<file path="src/rtl/serial_pattern_detector_if.sv">
// Bundles the serial sample/clear inputs and the detector outputs for serial_pattern_detector.
interface serial_pattern_detector_if #(
  parameter int CNT_W = 8
);
  logic             en;
  logic             clr;
  logic             d;
  logic             match;
  logic [CNT_W-1:0] match_count;
  logic             filled;

  modport master (
    output en, clr, d,
    input  match, match_count, filled
  );

  modport slave (
    input  en, clr, d,
    output match, match_count, filled
  );
endinterface

</file>
<file path="src/rtl/serial_pattern_detector.sv">
// Serial PAT_W-bit pattern detector with a registered match pulse and a saturating match count.
// Define SEQ_DET_OVERLAP_EN for overlapping detection; the default is non-overlapping.
module serial_pattern_detector #(
  parameter int               PAT_W   = 4,
  parameter logic [PAT_W-1:0] PATTERN = 4'b1011,
  parameter int               CNT_W   = 8
) (
  input logic                    clk,
  input logic                    reset,
  serial_pattern_detector_if.slave bus
);

  localparam int               FILL_W = $clog2(PAT_W);
  localparam logic [FILL_W-1:0] FULL  = FILL_W'(PAT_W - 1);
  localparam logic [CNT_W-1:0]  CMAX  = {CNT_W{1'b1}};

  logic [PAT_W-2:0]  hist_q, hist_d;
  logic [FILL_W-1:0] fill_q, fill_d;
  logic              match_q, match_d;
  logic              filled_q, filled_d;
  logic [CNT_W-1:0]  cnt_q, cnt_d;

  logic             d_s;
  logic [PAT_W-1:0] window_s;
  logic             hit_s;

  // Next-state logic: history shift, fill tracking, hit detection and count update.
  always_comb begin
    hist_d   = hist_q;
    fill_d   = fill_q;
    cnt_d    = cnt_q;
    // Gate d with en so an undriven bit cannot reach the compare while idle.
    d_s      = bus.en ? bus.d : 1'b0;
    window_s = {hist_q, d_s};
    hit_s    = bus.en && (fill_q == FULL) && (window_s == PATTERN);

    if (bus.en) begin
      hist_d = window_s[PAT_W-2:0];
      if (hit_s) begin
`ifdef SEQ_DET_OVERLAP_EN
        fill_d = FULL;
`else
        fill_d = '0;
`endif
      end else if (fill_q != FULL) begin
        fill_d = fill_q + FILL_W'(1);
      end else begin
        fill_d = fill_q;
      end
    end else begin
      hist_d = hist_q;
      fill_d = fill_q;
    end

    if (bus.clr) begin
      cnt_d = '0;
    end else if (hit_s && (cnt_q != CMAX)) begin
      cnt_d = cnt_q + CNT_W'(1);
    end else begin
      cnt_d = cnt_q;
    end

    match_d  = hit_s;
    filled_d = (fill_d == FULL);
  end

  // State and output registers with synchronous active-low reset.
  always_ff @(posedge clk) begin
    if (!reset) begin
      hist_q   <= '0;
      fill_q   <= '0;
      match_q  <= 1'b0;
      filled_q <= 1'b0;
      cnt_q    <= '0;
    end else begin
      hist_q   <= hist_d;
      fill_q   <= fill_d;
      match_q  <= match_d;
      filled_q <= filled_d;
      cnt_q    <= cnt_d;
    end
  end

  assign bus.match       = match_q;
  assign bus.filled      = filled_q;
  assign bus.match_count = cnt_q;

endmodule

</file>
<file path="src/flat_wrapper.sv">
// flat-port wrapper written by rule: the top's interface ports become plain ports
module serial_pattern_detector_flat 
#(
  parameter int               PAT_W   = 4,
  parameter logic [PAT_W-1:0] PATTERN = 4'b1011,
  parameter int               CNT_W   = 8
)
  (clk, reset, bus_en, bus_clr, bus_d, bus_match, bus_match_count, bus_filled);
  serial_pattern_detector_if #(.CNT_W(CNT_W)) bus_i ();
  input logic clk;
  input logic reset;
  input wire logic [$bits(bus_i.en)-1:0] bus_en;
  input wire logic [$bits(bus_i.clr)-1:0] bus_clr;
  input wire logic [$bits(bus_i.d)-1:0] bus_d;
  output wire logic [$bits(bus_i.match)-1:0] bus_match;
  output wire logic [$bits(bus_i.match_count)-1:0] bus_match_count;
  output wire logic [$bits(bus_i.filled)-1:0] bus_filled;
  assign bus_i.en = bus_en;
  assign bus_i.clr = bus_clr;
  assign bus_i.d = bus_d;
  assign bus_match = bus_i.match;
  assign bus_match_count = bus_i.match_count;
  assign bus_filled = bus_i.filled;
  serial_pattern_detector #(.PAT_W(PAT_W), .PATTERN(PATTERN), .CNT_W(CNT_W)) u_core (.clk(clk), .reset(reset), .bus(bus_i));
endmodule
</file>
<file path="config.mk">
export PLATFORM = sky130hd
export DESIGN_NAME = serial_pattern_detector_flat
export DESIGN_NICKNAME = d
export VERILOG_FILES = /design/src/rtl/serial_pattern_detector_if.sv /design/src/rtl/serial_pattern_detector.sv /design/src/flat_wrapper.sv
export SDC_FILE = /design/constraint.sdc
export NUM_CORES = 1
export LEC_CHECK = 0
export BUFFER_PORTS_ARGS = -buffer_cell sky130_fd_sc_hd__buf_2
export CAP_MARGIN = 10
export CORE_MARGIN = 2
export CORE_UTILIZATION = 45
export CTS_BUF_LIST = sky130_fd_sc_hd__clkbuf_4
export CTS_CLUSTER_DIAMETER = 120
export DETAILED_ROUTE_END_ITERATION = 6
export MAX_ROUTING_LAYER = met4
export PLACE_DENSITY = 0.76
export RECOVER_POWER = 100
export SYNTH_ARGS = -nofsm -noshare
export SYNTH_HDL_FRONTEND = slang
export SYNTH_SLANG_ARGS = --single-unit
</file>
<file path="constraint.sdc">
create_clock -name clk -period 1.5 [get_ports clk]
set_clock_uncertainty 0.05 [all_clocks]
set_input_delay 0.3 -clock clk [delete_from_list [all_inputs] [get_ports clk]]
set_output_delay 0.3 -clock clk [all_outputs]
set_load 0.1 [all_outputs]
</file>
# --- After elaboration in Yosys (flattened, before gate mapping) ---
# Cells that the tools add are included.
totals:
  register_bits: 15
  inputBits: 5
  word_cells: 21
  output_inout_bits: 10
classes:
  n_mux: 4
  eq_ne: 5
  add_sub_neg: 2
  bitwise: 1
  reduce_logical: 4
op_table:
  columns: ["operator", "count"]
  rows:
  - ["8-bit by 1-bit adder with 8-bit output, second input constant", 1]
  - ["8-bit inequality test, second input constant", 1]
  - ["2-bit two-way mux", 3]
  - ["2-bit == test, second input constant", 2]
  - ["4-bit == test, second input constant", 1]
  - ["1-bit logical AND", 3]
  - ["2-bit by 1-bit adder with 2-bit output, second input constant", 1]
  - ["2-bit inequality test, second input constant", 1]
  - ["2-bit OR reduction", 1]
  - ["1-bit two-way mux", 1]
  - ["1-bit inverter", 1]

# --- Depth between registers and ports, before layout ---
# Gate-level depths: netlist of run 1.
logic_depth:
  depth_word: 6
  depth_mapped: 6

# --- Worst setup path after synthesis of run 1 ---
# No wires, ideal clock.
synth_path:
  path_kind: "reg2reg"
  start: "register u_core.cnt_q[0], in the netlist u_core.bus.match_count[0]"
  end: "register u_core.cnt_q[1], in the netlist u_core.bus.match_count[1]"
  setup_time_ps: 71
  arrival_ps: 2016
  synth_period_minus_slack_ps: 2137
  path_buffers: 0
  setup_slack_ps: -637
  stages_incl_launch_ff: 6
  cell_sequence: "dfxtp_1 -> ha_1 -> nand3_1 -> and2b_2 -> o21ai_0 -> a21oi_1"
synth_between:
  elab_chain_cells: 2
synth_rtl:
  columns: ["item", "line_no", "text"]
  rows:
  - ["start, declared", "serial_pattern_detector.sv:21", "logic [CNT_W-1:0] cnt_q, cnt_d;"]
  - ["start signal, assigned", "serial_pattern_detector.sv:80", "cnt_q <= cnt_d;"]
  - ["parallel branches: the longest is 2 deep, another holds 8-bit by 1-bit adder with 8-bit output", null, null]
# Several ways; the timed one is not identified.
# A chain may end at the register's enable or synchronous reset.

# --- Worst setup path in the final report of run 1 ---
layout_path:
  start: "register u_core.fill_q[0]"
  end: "register u_core.cnt_q[0], in the netlist u_core.bus.match_count[0]"
layout_between:
  elab_chain_cells: 4
layout_rtl:
  columns: ["item", "line_no", "text"]
  rows:
  - ["start, declared", "serial_pattern_detector.sv:18", "logic [FILL_W-1:0] fill_q, fill_d;"]
  - ["start signal, assigned", "serial_pattern_detector.sv:77", "fill_q <= fill_d;"]
  - ["2-bit == test", "serial_pattern_detector.sv:35", "hit_s = bus.en && (fill_q == FULL) && (window_s == PATTERN);"]
  - ["1-bit logical AND (2 in series)", "serial_pattern_detector.sv:35", null]
  - ["1-bit logical AND", "serial_pattern_detector.sv:57", "end else if (hit_s && (cnt_q != CMAX)) begin"]
# No other way between the ends.

==> results summary, run 1 <==
The maximum number of pins on one net before global-route repair came out at 9. The mux cell area share after synthesis is 0.07055. The setup slack after layout came out at -0.01769 ns. The die is roughly 44 um tall. The combinational share of power is 0.074. The count of mapped cells out of synthesis came out at 72.

The total DRC errors in the routed layout came out at 0. In this run the clock root is driven by a clkbuf_4. The critical path class is reg2reg. The area fraction in compound gates after synthesis came out at 0.1305. The detailed placement HPWL came out at approximately 1100 um.

The synthesized-area fraction occupied by xor and xnor cells is 0. The count of cells along the worst hold path came out at 3. The insertion delay of the later-clocked pin in the worst-skew pair came out at around 0.28 ns. Power spread over the standard cell area amounts to 722.7 mW/mm^2.

The post-synth design cell area came out at slightly above 700 um^2. For this design, the sink count on the clock tree is 15. Using the TritonRoute via totals, the vias-per-cell ratio works out to 5.579. The share of synthesized area in the top cell type comes to 0.4233. The post-route core utilization is 0.6538. The power consumption came out at approximately 0.0007 W. The footprint of the flip-flops and latches is 322.8 um^2.

The dominant cell by count in the synthesized netlist is dfxtp_1. The peak ir drop on the vdd network came out at 0.4751 mV. The synthesized design contains 15 register bits. The via count came out at between 600 and 700. A synthesized cell averages ~9.9 um^2. When the netlist entered floorplanning its net count stood at between 70 and 80.

The die covers approximately 0.0019 mm^2. The initial antenna violation count came out at 0. Ranked by total cell area, the synthesized netlist is headed by dfxtp_1, mux2i_1, a21oi_1. The synthesized-area fraction occupied by and/or/nand/nor cells is 0.3157. The data arrival at the endpoint of the critical path came out at approximately 1.7 ns. The sequential-to-total area share from yosys stat is 0.4233. Before antenna repair, the detailed router went through 4 iterations. The TritonCTS clock tree is yes. The filler cells instantiated in the layout total 116. For the finished layout, the period the worst path requires is roughly 1.5 ns. In the synthesized netlist the async set-or-reset flop fraction comes to 0. By count the netlist is led by dfxtp_1, a21oi_1, mux2i_1, nand2_1. The area overhead of the layout relative to synthesis came out at 37.21%. In this run the tightest slew margin relative to its limit is 0.6694.

15 I/O pins were placed. The static leakage is 0.3471 nW. The row count is 14. The largest fanout on the critical path came out at 6. The synthesis warning total is 0. The overall track demand over capacity in global routing came out at 0.1761. The maximum buffer depth of the clock tree came out at 2.

The number of flops mapped to enable cells by yosys is 0. The number of diodes came out at 0. The placeable core area came out at ~0.0015 mm^2. The worst reg-to-reg path cell count is 4. The number of unique standard cell types used by synthesis came out at 27. The share of layout cells above drive strength 1 is 0.5000. The worst setup path is captured at a register. The flow ran to the end, but the final reports show violations. After synthesis, the largest family of logic cells by area is simple AND/OR/NAND/NOR gates. The initial cell density of the core is 0.4765. The analysis attributes to net switching a power of 0.0001603 W. The routed wirelength normalized by instance count is approximately 13 um. The final-report hold violation count came out at 0. Of the total power, the clock network draws 0.348. STA classifies the critical path startpoint as a register. The worst slack at placement came out at -0.1014 ns.

The via count of the first global-routing pass is 570. At the worst endpoint, the required time is about 1.7 ns. In the final design database the tool counted 105 nets. The final cycle utilization of the critical path is 1.012. Setup violations remaining at the end of the flow were counted as 2. The final design instance area without fill came out at a little under 0.001 mm^2.

The adder and majority cell fraction of the synthesized area is 0.01764. The sum of overflow across all layers after global routing is 0. The internal power summed over all cells came out at 0.0005432 W.

The horizontal die dimension is roughly 44 um. The path class of the tightest hold or removal check is in2reg. Setup repair after global routing could not meet its margin everywhere. Summed over all layers, the routed wires come to around 1500 um. In the final timing run, aggregate negative setup slack is -0.02299 ns.

The level count of the clock H-tree is 1. After clock tree synthesis, the clock-pin slew on the worst setup and hold paths is ~0.09 ns. The violation count after the first detailed-route iteration is 16.

The leading register cell type out of synthesis is dfxtp_1. The maximum achievable frequency is 0.6589 GHz. The clock buffer count from CTS is 3.

Summing all placed instances gives a cell area of around 890 um^2. The switching power as a share of total power is 0.2279. The count of pins over their slew limit is 0. The final weighted congestion in routability-driven placement is 0.7302.

The total of hold buffers inserted after clock tree synthesis came out at 0. The max-cap check violation count came out at 0. In the final layout, the multi-input gates occupy 454.2 um^2. The final reports fail on setup timing.

For the pin with the worst max-slew slack, the measured transition is slightly below 0.5 ns. The post-detailed-route count of antenna-violating nets is 0. The number of buffer cells added on primary ports came out at 14. The synthesized design spends more area on one cell type than any other, namely dfxtp_1.

Of the total power, registers draw 0.578. The first-pass GRT wire length came out at approximately 2500 um.
-- metal layers --
layer  part of all wire  vias to the layer above  wire length [um]  track usage
met1               0.51                      291               763       0.2416
met5                  0                        -                 0            -
met4             0.0086                        0                13      0.05455
li1                   -                      324                 -            -
met3              0.042                        3                64      0.02500
met2               0.44                       18               667       0.2676
-- sequential cells by signal (all words and copies together) (netlist names) --
register / cells
u_core.bus.filled: 1
u_core.fill_q: 2
u_core.bus.match_count: 8
u_core.bus.match: 1
u_core.hist_q: 3
-- final timing paths --
kind | startpoint | end | slack [ns]
min | bus_d | u_core.hist_q[0]$_SDFFE_PN0P_ | 0.26
max | u_core.fill_q[0]$_SDFF_PN0_ | u_core.bus.match_count[0]$_SDFFE_PP0P_ | -0.02
min reg2reg | u_core.bus.match_count[7]$_SDFFE_PP0P_ | u_core.bus.match_count[7]$_SDFFE_PP0P_ | 0.43
max reg2reg | u_core.fill_q[0]$_SDFF_PN0_ | u_core.bus.match_count[0]$_SDFFE_PP0P_ | -0.02
-- critical path: stages, from the launching register on --
cell and delay (ns):
dfxtp_2 0.37, nand4_4 0.12, or3_4 0.41, or3_4 0.39, a21oi_2 0.12
-- per-stage QoR --
step	hold slack, ns	cells
after detailed placement	0.4298	109
after global routing	0.2833	114
after CTS	0.2678	114
after floorplan	0.3717	72
final	0.2591	114
after global placement	0.4143	109
-- power by group through the flow --
stage	sequential (W)	combinational, W	clock, W
2_1_floorplan	0.000421	0.0000251	0
3_5_place_dp	0.000415	0.0000521	0
4_1_cts	0.000407	0.0000527	0.000248
3_3_place_gp	0.000415	0.0000510	0
6_report	0.000407	0.0000518	0.000245
5_1_grt	0.000408	0.0000583	0.000265
-- final cells by class --
cell class	count	area share
Multi-Input combinational cell	54	0.4666
Sequential cell	15	0.3316
Timing Repair Buffer	23	0.1427
Clock buffer	4	0.03085
Tap cell	16	0.02057
Inverter	2	0.007712
-- cell usage in the layout (no fill, tap or decap) --
cell type / instances
a21oi_1: 5
a21oi_2: 1
and2_1: 1
and2b_4: 1
and4_1: 1
buf_2: 12
buf_4: 9
clkbuf_1: 1
clkbuf_4: 5
dfxtp_1: 5
dfxtp_2: 6
dfxtp_4: 4
ha_4: 1
inv_1: 2
mux2i_1: 5
nand2_1: 5
nand2b_1: 4
nand3_1: 1
nand3_2: 1
nand3b_1: 1
nand4_1: 1
nand4_4: 1
nor2_1: 1
nor2b_1: 4
nor3_1: 2
nor3b_1: 2
nor4_2: 1
nor4_4: 2
o21ai_0: 3
o21ai_1: 1
o311ai_2: 2
o31ai_1: 1
o41ai_1: 2
or3_1: 1
or3_4: 3
-- timing repair --
item,CTS,global route
setup buffers,0,0
setup endpoints to repair,6,9
gates resized for setup,7,6
pin swaps,5,4
gates cloned,1,0
-- cell families after synthesis --
group           Yosys count
buf+inv                   4
simple gates             32
mux                       5
compound gates           15
fa+ha+maj                 1
flops                    15
Power figures use the tool's default switching activity.
==> inputs of run 2 (changes only) <==
- ABC_AREA: unset -> 1
- CELL_PAD_IN_SITES_DETAIL_PLACEMENT: unset -> 0
- CELL_PAD_IN_SITES_GLOBAL_PLACEMENT: unset -> 1
- CORE_UTILIZATION: 45 -> 35
- PLACE_DENSITY: 0.76 -> 0.82
- clock period: 1.5 -> 1.38 ns (I/O delays scaled with it)
==> results summary, run 2 <==
The area of the die is 0.002574 mm^2 (was 0.001910 mm^2). Ranking of synthesized cells by area: dfxtp_1, nand2_1, inv_1 (was dfxtp_1, mux2i_1, a21oi_1). The number of flip-flops and latches in the synthesized netlist came out at 15 (unchanged). The count of placed standard cells including taps was 153 (was 109). The maximum number of pins on one net before global-route repair came out at 9 (unchanged). The total negative setup slack was 0 ns (was -0.02299 ns). The relative slew slack is 0.6801 (was 0.6694).

The final weighted congestion in routability-driven placement is 0.8507 (was 0.7302). The leading register cell type out of synthesis is dfxtp_1 (unchanged). The routed wirelength normalized by instance count came out at 9.786 um (was 13.23 um). The die extent in y came out at 50.74 um (was 43.71 um). The maximum achievable frequency came out at between 0.7 and 0.8 GHz. The final wirelength was 1556 um (was 1508 um). The clock buffer count from CTS came out at 3 (unchanged). The gate family responsible for the most delay along the worst path was buffers and inverters (was simple AND/OR/NAND/NOR gates). Critical Path, Cell by Cell: buf_2 (was nand4_4 > or3_4 > or3_4 > a21oi_2). The placeable core area came out at 0.002002 mm^2 (was 0.001489 mm^2). The setup slack after layout came out at 0.05351 ns (was -0.01769 ns). The via count came out at 720 (was 636). The TritonCTS clock tree is yes (unchanged). The power consumption came out at 0.0007506 W (was 0.0007035 W). The shortest period the worst path allows is roughly 1.3 ns.

The final-report hold violation count came out at 0 (unchanged). The required time of the critical path came out at 1.05 ns (was 1.66 ns). The share of synthesized registers carrying an async set or reset was 0 (unchanged). The first-pass GRT wire length came out at 2835 um (was 2463 um).

The post-detailed-route count of antenna-violating nets is 0 (unchanged). The overall track demand over capacity in global routing is 0.1504 (was 0.1761). The dominant cell by count in the synthesized netlist is nand2_1 (was dfxtp_1). The number of fill cells in the layout was 217 (was 116). The area overhead of the layout relative to synthesis came out at 32.24% (was 37.21%).

The transition time at the pin with the least slew margin came out at 0.4831 ns (was 0.4949 ns). The busiest layer in global routing was met2 (unchanged). The static leakage was 0.3908 nW (was 0.3471 nW). The flip-flop count of the largest register, all copies and words added is 8 (unchanged). The clock root buffer was clkbuf_4 (unchanged).

The number of unique standard cell types used by synthesis is 20 (was 27). The clock sink count was 15 (unchanged). The post-route core utilization came out at 0.5050 (was 0.6538). The slowest library cell on the worst path is buf_2 (was or3_4).

The net count reported at finish is 139 (was 105). The number of buffer cells added on primary ports came out at 14 (unchanged). The total DRC errors in the routed layout came out at 0 (unchanged). Outcome: finished clean (was finished with violations). The worst slack at placement was 0.1366 ns (was -0.1014 ns). The insertion delay of the later-clocked pin in the worst-skew pair is 0.28 ns (about the same). The sum of overflow across all layers after global routing is 0 (unchanged). The count of pins over their slew limit is 0 (unchanged).

The maximum buffer depth of the clock tree is 2 (unchanged). The violation count after the first detailed-route iteration came out at 7 (was 16). The initial cell density of the core is 0.3819 (was 0.4765).

The fraction of post-synthesis cell area in the top cell type by area was 0.3928 (was 0.4233). The final number of setup-violating endpoints was 0 (was 2). The number of flops mapped to enable cells by yosys came out at 0 (unchanged). The initial antenna violation count is 0 (unchanged). The post-synth net total came out at 118 (was 78). The post-synth design cell area is 764.5 um^2 (was 709.4 um^2). The final cycle utilization of the critical path came out at 0.9612. The synthesized area per cell was 6.826 um^2 (was 9.853 um^2).

The row count came out at 16 (was 14). The final cell count without fillers came out at 159 (was 114). The highest cell delay on the worst timing path is 0.41 ns (about the same). The total buffers and inverters traversed by the critical path is 1 (was 0). The global routing met3 resource utilization came out at 0.01786 (was 0.02500). The I/O pin count is 15 (unchanged).

The via-per-instance ratio came to 4.528 (was 5.579). The number of detailed-route iterations in the first pass is 4 (unchanged). The horizontal die dimension came to 50.74 um (was 43.71 um).

The kind of capture point of the worst setup path was an output port (was register). The via count of the first global-routing pass is 704 (was 570). The power per cell area is 742.4 mW/mm^2 (was 722.7 mW/mm^2). The startpoint class of the critical path was a register (unchanged). The count of mapped cells out of synthesis was 112 (was 72). The met1 routing resource usage after global routing came out at 0.1679 (was 0.2416). The detailed placement HPWL is 1168 um (was 1106 um). The met2 usage in global routing came out at 0.2544 (was 0.2676).

The number of diodes is 0 (unchanged). The critical path class is reg2out (was reg2reg). The share of layout cells above drive strength 1 came out at 0.3030 (was 0.5000).

The clock input transition at the sequential cells of the worst setup and hold paths came out at 0.09 ns (about the same). The sequential-to-total area share from yosys stat is 0.3928 (was 0.4233). The most area-hungry cell type in the Yosys netlist is dfxtp_1 (unchanged). The largest fanout on the critical path is 1 (was 6).

Setup repair after global routing missed its margin: no (was yes). The peak ir drop on the vdd network is 0.4385 mV (was 0.4751 mV). The max-cap check violation count came out at 0 (unchanged). The level count of the clock H-tree is 1 (unchanged). The synthesis warning total is 0 (unchanged). The most common cell after layout, fill and taps aside is nand2_1 (was buf_2). The classification of the worst-slack hold path was in2reg (unchanged). Synth cell count leaders: nand2_1, dfxtp_1, inv_1 (was dfxtp_1, a21oi_1, mux2i_1, nand2_1).

Commonest cells after routing, fill and taps aside: nand2_1, inv_1, nor2_1, a21oi_1 (was buf_2, buf_4, dfxtp_2). The data arrival at the endpoint of the critical path came out at 1.00 ns (was 1.68 ns).
-- run 2: changes by cell type after synthesis, sizes merged, moves of 2 or more --
cell | previous run | this run
nand3 | 2 | 9
nand2 | 5 | 35
nor4 | 3 | 0
nor2 | 1 | 17
nand2b | 4 | 0
a21oi | 6 | 11
nor3b | 2 | 0
or3 | 3 | 0
o41ai | 2 | 0
o311ai | 2 | 0
mux2i | 5 | 0
buf | 2 | 0
inv | 2 | 16
nor2b | 4 | 0
-- run 2: path summary, 6_finish.rpt --
| check | slack, ns | cells after the start | endpoint | startpoint |
|---|---|---|---|---|
| max | 0.05 | 1 | bus_match | u_core.bus.match$_SDFF_PN0_ |
| max reg2reg | 0.13 | 7 | u_core.bus.match_count[6]$_SDFFE_PP0P_ | u_core.bus.match_count[1]$_SDFFE_PP0P_ |
| min reg2reg | 0.43 | 2 | u_core.hist_q[2]$_SDFFE_PN0P_ | u_core.hist_q[2]$_SDFFE_PN0P_ |
| min | 0.19 | 3 | u_core.hist_q[2]$_SDFFE_PN0P_ | reset |
-- run 2: worst register-to-register path, cell delays in order (launching register included) --
cell	delay [ns]
dfxtp_4	0.39
ha_4	0.16
inv_1	0.07
nor2_4	0.11
nand3_4	0.09
nand2_4	0.11
nand2_1	0.06
a21oi_1	0.13
-- run 2: cell type report --
type / instances / area (um^2) / area share
well taps: 27 / 33.78 / 0.03342
flip-flops and latches: 15 / 329.1 / 0.3255
multi-input cells: 81 / 421.7 / 0.4171
clock buffers: 4 / 30.03 / 0.02970
inverters: 16 / 60.06 / 0.05941
repair buffers: 16 / 136.4 / 0.1349
-- run 2: per-stage QoR --
stage | hold slack (ns) | instance area [um^2]
floorplan | 0.3644 | 807.0
global placement | 0.4154 | 1031
detailed placement | 0.4157 | 1031
CTS | 0.1780 | 1061
global route | 0.2102 | 1011
finish | 0.1919 | 1011
-- run 2: timing repair --
action / CTS / global route
hold endpoints to repair: 0 / 0
setup buffers: 0 / 2
resized for setup: 0 / 2
setup endpoints to repair: 0 / 3
hold buffers: 0 / 0
-- run 2: cell families (layout without fill, tap and decap cells) --
logic type,Yosys count,in the layout,share of synthesized area
xor gates and xnor gates,2,2,0.02292
adders and majority gates,1,1,0.01636
AOI/OAI and AO/OA,15,15,0.1015
buffers and inverters,16,36,0.07855
and+or+nand+nor,63,63,0.3879
DFF,15,15,0.3928
-- run 2: power breakdown --
part	total [W]	switching, W	internal [W]
sequential	0.000436	0.00000727	0.000428
clock	0.000268	0.000136	0.000132
combinational	0.0000467	0.0000314	0.0000153
-- run 2: metal layers --
| layer | part of all wire | wire (um) | up-vias |
|---|---|---|---|
| li1 | - | - | 395 |
| met1 | 0.44 | 677 | 310 |
| met3 | 0.024 | 38 | 5 |
| met4 | 0.030 | 47 | 0 |
| met2 | 0.51 | 793 | 10 |
| met5 | 0 | 0 | - |
==> inputs of run 3 (changes only) <==
- PLACE_DENSITY: 0.82 -> unset
- PLACE_DENSITY_LB_ADDON: unset -> 0.15
==> results summary, run 3 (same netlist as run 2, synthesis figures left out) <==
The largest fanout on the critical path is 1 (unchanged). The final number of setup-violating endpoints came out at 0 (unchanged). The area of the die is 0.002574 mm^2 (unchanged).

Setup repair after global routing missed its margin: no (unchanged). The relative slew slack is 0.6783 (was 0.6801). The startpoint class of the critical path was a register (unchanged).

The required time of the critical path came to 1.05 ns (about the same). The horizontal die dimension is 50.74 um (unchanged). The data arrival at the endpoint of the critical path is 1.02 ns (was 1.00 ns). The peak ir drop on the vdd network was 0.4546 mV (was 0.4385 mV). The clock sink count came to 15 (unchanged).

The level count of the clock H-tree is 1 (unchanged). Outcome: finished clean (unchanged). The setup fix buffers added after clock tree synthesis came out at 0 (unchanged). The total negative setup slack was 0 ns (unchanged).

The initial cell density of the core came to 0.3819 (unchanged). The power consumption was 0.0007406 W (was 0.0007506 W). The maximum number of pins on one net before global-route repair is 10 (was 9). The shortest period the worst path allows came to 1.348 ns (was 1.326 ns). The row count came out at 16 (unchanged). The flip-flop count of the largest register, all copies and words added came to 8 (unchanged). The post-CTS resize count came out at 0 (unchanged). The slowest library cell on the worst path is buf_2 (unchanged). The maximum buffer depth of the clock tree came to 2 (unchanged). Critical Path, Cell by Cell: buf_2 (unchanged). The overall track demand over capacity in global routing was 0.1624 (was 0.1504). The kind of capture point of the worst setup path was an output port (unchanged). The post-detailed-route count of antenna-violating nets was 0 (unchanged).

The number of fill cells in the layout came out at 220 (was 217). The final wirelength is 1656 um (was 1556 um). Commonest cells after routing, fill and taps aside: nand2_1, inv_1, nor2_1, a21oi_1, nand3_1 (was nand2_1, inv_1, nor2_1, a21oi_1).

The clock buffer count from CTS came out at 3 (unchanged). The transition time at the pin with the least slew margin was 0.4859 ns (was 0.4831 ns). The clock root buffer is clkbuf_4 (unchanged). The power per cell area came out at 746.4 mW/mm^2 (was 742.4 mW/mm^2).

The net count reported at finish came out at 137 (was 139). The total of hold buffers inserted after clock tree synthesis is 0 (unchanged). The I/O pin count came to 15 (unchanged). The final-report hold violation count came out at 0 (unchanged). The critical path class is reg2out (unchanged). The detailed placement HPWL was 1274 um (was 1168 um). The die extent in y is 50.74 um (unchanged). The highest cell delay on the worst timing path is 0.41 ns (about the same).

The static leakage was 0.3783 nW (was 0.3908 nW). The share of layout cells above drive strength 1 is 0.2769 (was 0.3030). The total DRC errors in the routed layout is 0 (unchanged). The clock input transition at the sequential cells of the worst setup and hold paths was 0.10 ns (was 0.09 ns).

The number of diodes is 0 (unchanged). The number of buffer cells added on primary ports came out at 14 (unchanged). The number of detailed-route iterations in the first pass was 4 (unchanged). The TritonCTS clock tree was yes (unchanged). The first-pass GRT wire length came to 3049 um (was 2835 um). The placeable core area came to 0.002002 mm^2 (unchanged). The max-cap check violation count came out at 0 (unchanged). The via-per-instance ratio came out at 4.529 (was 4.528). The via count of the first global-routing pass is 691 (was 704). The violation count after the first detailed-route iteration is 9 (was 7). The maximum achievable frequency is 0.7418 GHz (was 0.7539 GHz). The most common cell after layout, fill and taps aside was nand2_1 (unchanged). The area overhead of the layout relative to synthesis came out at 29.79% (was 32.24%). The classification of the worst-slack hold path is in2reg (unchanged). The total buffers and inverters traversed by the critical path was 1 (unchanged). The via count was 711 (was 720). The final weighted congestion in routability-driven placement is 0.8009 (was 0.8507). The routed wirelength normalized by instance count came out at 10.55 um (was 9.786 um).

The initial antenna violation count is 0 (unchanged). The insertion delay of the later-clocked pin in the worst-skew pair came out at 0.29 ns (was 0.28 ns). The final cycle utilization of the critical path is 0.9769 (was 0.9612).

The sum of overflow across all layers after global routing is 0 (unchanged). The gate family responsible for the most delay along the worst path is buffers and inverters (unchanged). The count of pins over their slew limit is 0 (unchanged).
run 3: power breakdown:
part           switching [W]  internal (W)  total (W)  leakage (nW)
logic              0.0000327     0.0000153  0.0000481         0.233
registers         0.00000694      0.000428   0.000435         0.128
clock network       0.000150      0.000108   0.000258        0.0177
run 3: layer usage:
| layer | global-route usage | share of wire | up-vias |
|---|---|---|---|
| li1 | - | - | 387 |
| met1 | 0.2169 | 0.50 | 307 |
| met2 | 0.2434 | 0.45 | 12 |
| met3 | 0.02679 | 0.029 | 5 |
| met4 | 0.06757 | 0.020 | 0 |
| met5 | - | 0 | - |
run 3: worst paths after layout:
check / start / endpoint / slack [ns] / depth (start not counted)
hold reg to reg: u_core.hist_q[2]$_SDFFE_PN0P_ / u_core.hist_q[2]$_SDFFE_PN0P_ / 0.43 / 2
setup / recovery: u_core.bus.match$_SDFF_PN0_ / bus_match / 0.03 / 1
setup reg to reg: u_core.bus.match_count[0]$_SDFFE_PP0P_ / u_core.bus.match_count[3]$_SDFFE_PP0P_ / 0.10 / 7
hold / removal: reset / u_core.hist_q[2]$_SDFFE_PN0P_ / 0.19 / 3
run 3: area by class of cell:
cell class	instances	area, um^2	area share
clock buffers	3	22.52	0.02270
clock inverters	1	5.005	0.005044
inverters	16	60.06	0.06053
multi-input cells	81	416.7	0.4199
flip-flops and latches	15	327.8	0.3304
well taps	27	33.78	0.03405
repair buffers	14	126.4	0.1274
run 3: stage by stage:
step / std cells / hold slack (ns) / setup slack, ns / cell area [um^2] / util
after CTS: 157 / 0.1823 / 0.02796 / 1059 / 0.5288
after global placement: 153 / 0.4247 / 0.1302 / 1031 / 0.5150
after detailed placement: 153 / 0.4245 / 0.1296 / 1031 / 0.5150
final: 157 / 0.1900 / 0.03192 / 992.2 / 0.4956
after floorplan: 112 / 0.3644 / 0.003309 / 807.0 / -
after global routing: 157 / 0.2052 / 0.002277 / 992.2 / 0.4956
run 3: worst register-to-register path, stage by stage (launching register included):
cell	delay (ns)
dfxtp_4	0.41
ha_4	0.16
inv_1	0.06
nor2_4	0.11
nand3_4	0.10
nand2_4	0.12
nand2_1	0.06
a21oi_1	0.13
